$ cat config.mk
export PLATFORM = sky130hd
export DESIGN_NAME = mc_ctrl
export DESIGN_NICKNAME = d
export VERILOG_FILES = /design/src/rtl/mc_ctrl_pkg.sv /design/src/rtl/mc_ctrl_outdec.sv /design/src/rtl/mc_ctrl.sv
export SDC_FILE = /design/constraint.sdc
export NUM_CORES = 1
export LEC_CHECK = 0
export ABC_CLOCK_PERIOD_IN_PS = 2200
export BUFFER_PORTS_ARGS = -buffer_cell sky130_fd_sc_hd__buf_2
export CAP_MARGIN = 25
export CORE_MARGIN = 2
export CORE_UTILIZATION = 35
export CTS_CLUSTER_DIAMETER = 30
export CTS_CLUSTER_SIZE = 28
export DETAILED_ROUTE_END_ITERATION = 16
export MAX_ROUTING_LAYER = met4
export PLACE_DENSITY_LB_ADDON = 0.08
export SLEW_MARGIN = 20
export SYNTH_ARGS = -nofsm -noshare
export SYNTH_HDL_FRONTEND = slang
export SYNTH_HIERARCHICAL = 1
export SYNTH_SLANG_ARGS = --single-unit
$ cat constraint.sdc
create_clock -name clk -period 2.2 [get_ports clk]
set_input_delay 0.11 -clock clk [delete_from_list [all_inputs] [get_ports clk]]
set_output_delay 0.11 -clock clk [all_outputs]
set_load 0.005 [all_outputs]
$ cat src/rtl/mc_ctrl_pkg.sv
// Shared MIPS control encodings: opcodes, FSM states, aluop/alusrcb/pcsrc codes.
// Optional BNE support (MC_CTRL_BNE_EN) adds the BNEEX state used by mc_ctrl.
package mc_ctrl_pkg;

  localparam logic [5:0] OP_RTYPE = 6'b000000;
  localparam logic [5:0] OP_J     = 6'b000010;
  localparam logic [5:0] OP_BEQ   = 6'b000100;
  localparam logic [5:0] OP_BNE   = 6'b000101;
  localparam logic [5:0] OP_ADDI  = 6'b001000;
  localparam logic [5:0] OP_LW    = 6'b100011;
  localparam logic [5:0] OP_SW    = 6'b101011;

  localparam logic [3:0] S_FETCH   = 4'd0;
  localparam logic [3:0] S_DECODE  = 4'd1;
  localparam logic [3:0] S_MEMADR  = 4'd2;
  localparam logic [3:0] S_MEMRD   = 4'd3;
  localparam logic [3:0] S_MEMWB   = 4'd4;
  localparam logic [3:0] S_MEMWR   = 4'd5;
  localparam logic [3:0] S_RTYPEEX = 4'd6;
  localparam logic [3:0] S_RTYPEWB = 4'd7;
  localparam logic [3:0] S_BEQEX   = 4'd8;
  localparam logic [3:0] S_ADDIEX  = 4'd9;
  localparam logic [3:0] S_ADDIWB  = 4'd10;
  localparam logic [3:0] S_JEX     = 4'd11;
  localparam logic [3:0] S_BNEEX   = 4'd12;

  localparam logic [1:0] ALUOP_ADD   = 2'b00;
  localparam logic [1:0] ALUOP_SUB   = 2'b01;
  localparam logic [1:0] ALUOP_FUNCT = 2'b10;

  localparam logic [1:0] SRCB_RT     = 2'b00;
  localparam logic [1:0] SRCB_FOUR   = 2'b01;
  localparam logic [1:0] SRCB_IMM    = 2'b10;
  localparam logic [1:0] SRCB_IMMSH2 = 2'b11;

  localparam logic [1:0] PCSRC_ALU    = 2'b00;
  localparam logic [1:0] PCSRC_ALUOUT = 2'b01;
  localparam logic [1:0] PCSRC_JUMP   = 2'b10;

  // irwrite and fetch_pcwrite are requests; the top qualifies them with mem_ready.
  typedef struct packed {
    logic       iord;
    logic       memwrite;
    logic       irwrite;
    logic       fetch_pcwrite;
    logic       pcwrite;
    logic       branch;
    logic       bne;
    logic [1:0] pcsrc;
    logic       alusrca;
    logic [1:0] alusrcb;
    logic [1:0] aluop;
    logic       regdst;
    logic       memtoreg;
    logic       regwrite;
  } ctl_t;

endpackage

$ cat src/rtl/mc_ctrl_outdec.sv
// Combinational state -> control word decode; zero latency, no backpressure.
// BNEEX decodes only when MC_CTRL_BNE_EN is defined.
module mc_ctrl_outdec
  import mc_ctrl_pkg::*;
(
  input  logic [3:0] state,
  output ctl_t       cw
);

  always_comb begin
    cw = '0;
    case (state)
      S_FETCH: begin
        cw.irwrite       = 1'b1;
        cw.fetch_pcwrite = 1'b1;
        cw.alusrcb       = SRCB_FOUR;
        cw.aluop         = ALUOP_ADD;
        cw.pcsrc         = PCSRC_ALU;
      end
      S_DECODE: begin
        cw.alusrcb = SRCB_IMMSH2;
        cw.aluop   = ALUOP_ADD;
      end
      S_MEMADR, S_ADDIEX: begin
        cw.alusrca = 1'b1;
        cw.alusrcb = SRCB_IMM;
        cw.aluop   = ALUOP_ADD;
      end
      S_MEMRD: cw.iord = 1'b1;
      S_MEMWB: begin
        cw.memtoreg = 1'b1;
        cw.regwrite = 1'b1;
      end
      S_MEMWR: begin
        cw.iord     = 1'b1;
        cw.memwrite = 1'b1;
      end
      S_RTYPEEX: begin
        cw.alusrca = 1'b1;
        cw.alusrcb = SRCB_RT;
        cw.aluop   = ALUOP_FUNCT;
      end
      S_RTYPEWB: begin
        cw.regdst   = 1'b1;
        cw.regwrite = 1'b1;
      end
      S_BEQEX: begin
        cw.alusrca = 1'b1;
        cw.alusrcb = SRCB_RT;
        cw.aluop   = ALUOP_SUB;
        cw.pcsrc   = PCSRC_ALUOUT;
        cw.branch  = 1'b1;
      end
`ifdef MC_CTRL_BNE_EN
      S_BNEEX: begin
        cw.alusrca = 1'b1;
        cw.alusrcb = SRCB_RT;
        cw.aluop   = ALUOP_SUB;
        cw.pcsrc   = PCSRC_ALUOUT;
        cw.bne     = 1'b1;
      end
`endif
      S_ADDIWB: cw.regwrite = 1'b1;
      S_JEX: begin
        cw.pcsrc   = PCSRC_JUMP;
        cw.pcwrite = 1'b1;
      end
      default: cw = '0;
    endcase
  end

endmodule

$ cat src/rtl/mc_ctrl.sv
// Multicycle MIPS main controller: one state per clock, memory states stall on mem_ready.
// Optional MC_CTRL_BNE_EN adds bne; otherwise opcode 000101 raises illegal_op.
module mc_ctrl
  import mc_ctrl_pkg::*;
#(
  parameter int OP_W    = 6,
  parameter int STATE_W = 4
) (
  input  logic               clk,
  input  logic               reset,
  input  logic [OP_W-1:0]    op,
  input  logic               zero,
  input  logic               mem_ready,
  output logic               iord,
  output logic               memwrite,
  output logic               irwrite,
  output logic               pcen,
  output logic [1:0]         pcsrc,
  output logic               alusrca,
  output logic [1:0]         alusrcb,
  output logic [1:0]         aluop,
  output logic               regdst,
  output logic               memtoreg,
  output logic               regwrite,
  output logic               illegal_op,
  output logic [STATE_W-1:0] state_o
);

  logic [STATE_W-1:0] state;
  logic [STATE_W-1:0] nxt;
  logic               illegal;
  ctl_t               cw;

  mc_ctrl_outdec u_outdec (
    .state (state),
    .cw    (cw)
  );

  always_comb begin
    nxt     = S_FETCH;
    illegal = 1'b0;
    case (state)
      S_FETCH:   nxt = mem_ready ? S_DECODE : S_FETCH;
      S_DECODE: begin
        case (op)
          OP_LW, OP_SW: nxt = S_MEMADR;
          OP_RTYPE:     nxt = S_RTYPEEX;
          OP_BEQ:       nxt = S_BEQEX;
          OP_ADDI:      nxt = S_ADDIEX;
          OP_J:         nxt = S_JEX;
`ifdef MC_CTRL_BNE_EN
          OP_BNE:       nxt = S_BNEEX;
`endif
          default: begin
            illegal = 1'b1;
            nxt     = S_FETCH;
          end
        endcase
      end
      S_MEMADR:  nxt = (op == OP_SW) ? S_MEMWR : S_MEMRD;
      S_MEMRD:   nxt = mem_ready ? S_MEMWB : S_MEMRD;
      S_MEMWR:   nxt = mem_ready ? S_FETCH : S_MEMWR;
      S_RTYPEEX: nxt = S_RTYPEWB;
      S_ADDIEX:  nxt = S_ADDIWB;
      default:   nxt = S_FETCH;
    endcase
  end

  always_ff @(posedge clk or negedge reset) begin
    if (!reset) state <= S_FETCH;
    else        state <= nxt;
  end

  // Strobes are masked while reset is low so an abandoned instruction never writes.
  assign memwrite = reset & cw.memwrite;
  assign irwrite  = reset & cw.irwrite & mem_ready;
  assign regwrite = reset & cw.regwrite;
  assign pcen     = reset & (cw.pcwrite | (cw.fetch_pcwrite & mem_ready)
                             | (cw.branch & zero) | (cw.bne & ~zero));

  assign iord       = cw.iord;
  assign pcsrc      = cw.pcsrc;
  assign alusrca    = cw.alusrca;
  assign alusrcb    = cw.alusrcb;
  assign aluop      = cw.aluop;
  assign regdst     = cw.regdst;
  assign memtoreg   = cw.memtoreg;
  assign illegal_op = illegal;
  assign state_o    = state;

endmodule

==> run_results.csv <==
group,metric,value,unit
status,outcome,"finished clean",
placement,portBuffers,28,
global_route,grt_pass1_vias,529,
pwr,leakage,0.3463,nW
synth,synth_area_per_cell,7.800,sq um
placement,placed_cell_area,704.4,sq um
detailed_routing,via_per_inst,5.271,
synth,synth_cell_types,36,
worst_setup_path,critical_path.startpoint_type,"flop",
pwr,switching_share,0.4304,
timing,hold_slack,178.2,ps
cells_and_area,syn_to_final_growth,22.71,%
cells_and_area,num_antenna_cells,0,
worst_hold_path,min_path_cells,3,
global_route,grt-ovfl-total,0,
timing,skew,1.968,ps
synth,synthMostInstantiatedCell,"nor2_1",
floorplan,io-pin-count,29,
worst_setup_path,reg2regPathDepth,3,
worst_setup_path,cp.required,2090,ps
cells_and_area,final_cell_area,737.0,sq um
synth,synth_seq_cells,4,
worst_setup_path,slowest_delay,550,ps
floorplan,core_region_area,1559,sq um
timing,hold_violations,0,
pwr,pwr-share-clk,0.157,
timing,period_share,0.8194,
synth,synth_ff_type,"dfrtp_1",
pwr,combPwrFrac,0.522,
clocking,root_buffer,"clkbuf_4",
timing,worstMarginPinSlew,644.7,ps
detailed_routing,drt_wl_total,1395,microns
pwr,p_per_area,742.4,nW/um^2
cells_and_area,finalNonFillerCells,118,
floorplan,die_x,45.43,microns
synth,async_reset_ff_frac,1.000,
clocking,path_clk_slew,40,ps
timing,rsz0062_at_grt,"no",
worst_setup_path,crit_type,"reg2out",
floorplan,initial_core_util,0.3852,
global_route,track_usage,0.1533,
worst_setup_path,critPathMaxFanout,16,
detailed_routing,drc,0,
worst_setup_path,cp-end-kind,"output pin",
clocking,ctsResizeCount,0,
cells_and_area,drive_gt1_frac,0.3725,
timing,fin_ws,397.3,ps
detailed_routing,vias,622,
synth,synth_nets,87,
timing,setup_viol,0,
detailed_routing,wl_per_cell,11.82,microns
synth,seq_area_frac_synth,0.1667,
worst_hold_path,hp-class,"in2reg",
detailed_routing,ant_nets,0,
pwr,power_switching,0.2355,mW
global_route,grt_first_pass_wirelength,2290,microns
worst_setup_path,crit_family,"flip-flops",
timing,fmax,0.5547,GHz
detailed_routing,first_pass_iters,3,
global_route,grt_start_max_net_pins,22,
floorplan,die_h,45.43,microns
worst_setup_path,r2r_setup_slack,670,ps
flow_run,maxCapViolations,0,
cells_and_area,largest_register_ff_count,4,
pwr,intPower,0.3116,mW
placement,dp_hpwl,1028,microns
worst_setup_path,path_depth,5,
placement,routabilityCongestion,0.7128,
placement,dp_cells,114,
pwr,peakVddDrop,0.0004640,V
synth,synthTopCellsByCount,"7 x nor2_1, 6 x buf_4, 6 x nor3_1",
floorplan,fp-row-count,14,
clocking,clock_latency,230,ps
global_route,antenna_found_initial,0,
timing,fin_crit,1803,ps
cells_and_area,final_util,0.4727,
synth,synth_edf_count,0,
worst_setup_path,cp_cell_sequence,"nand2b_1 > nor3_1 > mux2i_1 > a21boi_0 > buf_2",
synth,post-synth-top-area-cell,"dfrtp_1",
clocking,cts_buffer_depth,2,
clocking,clock_sinks,4,
pwr,fin_total_pwr,0.5471,mW
synth,netlist_instances,77,
worst_setup_path,cp_data_arrival_time,1690,ps
worst_setup_path,slowest_stage,"dfrtp_1",
floorplan,die_area,2063,sq um
clocking,cts_buffers,3,
synth,synth_area_leaders,"dfrtp_1 17%, buf_4 7.5%, nor3_1 5.0%",
synth,yosysTopAreaCellShare,0.1667,
timing,fin_tns_setup,0,ps
clocking,cts_tree,"built",
cells_and_area,finalNetCount,114,
pwr,pwr-share-seq,0.321,
clocking,htreeDepth,1,
placement,preCtsSetupSlack,608.6,ps
detailed_routing,dr.first_iter.drc_count,3,
synth,syn-cell-area,600.6,sq um
synth,yosys_warnings,6,
worst_setup_path,path_buf_inv,1,
timing,drv_slew,0,
timing,relSlewSlack,0.5702,
==> layout by cell type (no fill, tap or decap) <==
master         instances
o41ai_1                1
xor2_1                 3
and4bb_1               1
a21oi_1                2
dlygate4sd3_1          1
mux2i_1                1
inv_1                  1
clkbuf_4               3
nand2_1                2
nor4_1                 1
a21boi_1               1
nor2b_1                1
nor4_2                 1
or3b_4                 1
nor3_1                 6
conb_1                 1
xnor2_1                1
a211oi_1               2
dfrtp_1                4
or2b_1                 1
o22ai_1                1
nand2b_1               3
nor2_1                 7
a21boi_0               1
nand4_1                3
a21oi_2                1
and4b_1                1
and3_1                 3
inv_2                  1
nand3_1                2
nor3b_1                3
buf_2                 28
nor3b_2                1
and2_1                 2
o211ai_1               4
o21ai_0                4
nor4b_2                2
==> cells by family (layout without fill, tap and decap cells) <==
| logic type | after synthesis | in the layout | synth area share |
|---|---|---|---|
| AND/OR/NAND/NOR | 41 | 41 | 0.4563 |
| AO/OA/AOI/OAI | 17 | 17 | 0.1896 |
| buffers and inverters | 9 | 34 | 0.1062 |
| XOR/XNOR | 4 | 4 | 0.05834 |
| flip-flops | 4 | 4 | 0.1667 |
| other | 1 | 1 | 0.006244 |
| multiplexers | 1 | 1 | 0.01667 |
==> routing by layer <==
| layer | vias up | share of wire | global-route usage |
|---|---|---|---|
| met5 | - | 0 | - |
| met4 | 0 | 0 | 0.03529 |
| met3 | 0 | 0.048 | 0.03571 |
| met2 | 19 | 0.46 | 0.2451 |
| met1 | 266 | 0.49 | 0.1951 |
| li1 | 337 | - | - |
==> final timing paths <==
check                        endpoint  startpoint
max reg2reg                state_o[0]  state_o[1]
max                              pcen  state_o[2]
max in group asynchronous  state_o[3]       reset
min reg2reg                state_o[0]  state_o[3]
min in group asynchronous  state_o[1]       reset
min                        state_o[1]       op[4]
==> power by group through the flow <==
stage	Sequential, mW	Clock (mW)	Combinational (mW)
CTS	0.175	0.0907	0.287
detailed placement	0.176	0	0.285
global route	0.185	0.0963	0.317
floorplan	0.132	0	0.259
finish	0.175	0.0859	0.286
global placement	0.173	0	0.287
==> tightest hold or removal path, cell delays in order <==
cell and delay (ps):
buf_2 100, o41ai_1 70, nand4_1 80
==> layout make-up <==
| type | instances | area [sq um] |
|---|---|---|
| Tap cell | 16 | 20.02 |
| Timing Repair Buffer | 29 | 150.1 |
| Multi-Input combinational cell | 64 | 436.7 |
| Sequential cell | 4 | 100.1 |
| Clock buffer | 3 | 22.52 |
| Inverter | 2 | 7.507 |
| Fill cell | 171 | 822.0 |
==> what timing repair did <==
| action | CTS | global route |
|---|---|---|
| setup buffers | 0 | 0 |
| endpoints found under the hold margin | 4 | 0 |
| hold buffers | 1 | 0 |
Power figures use the tool's default switching activity.
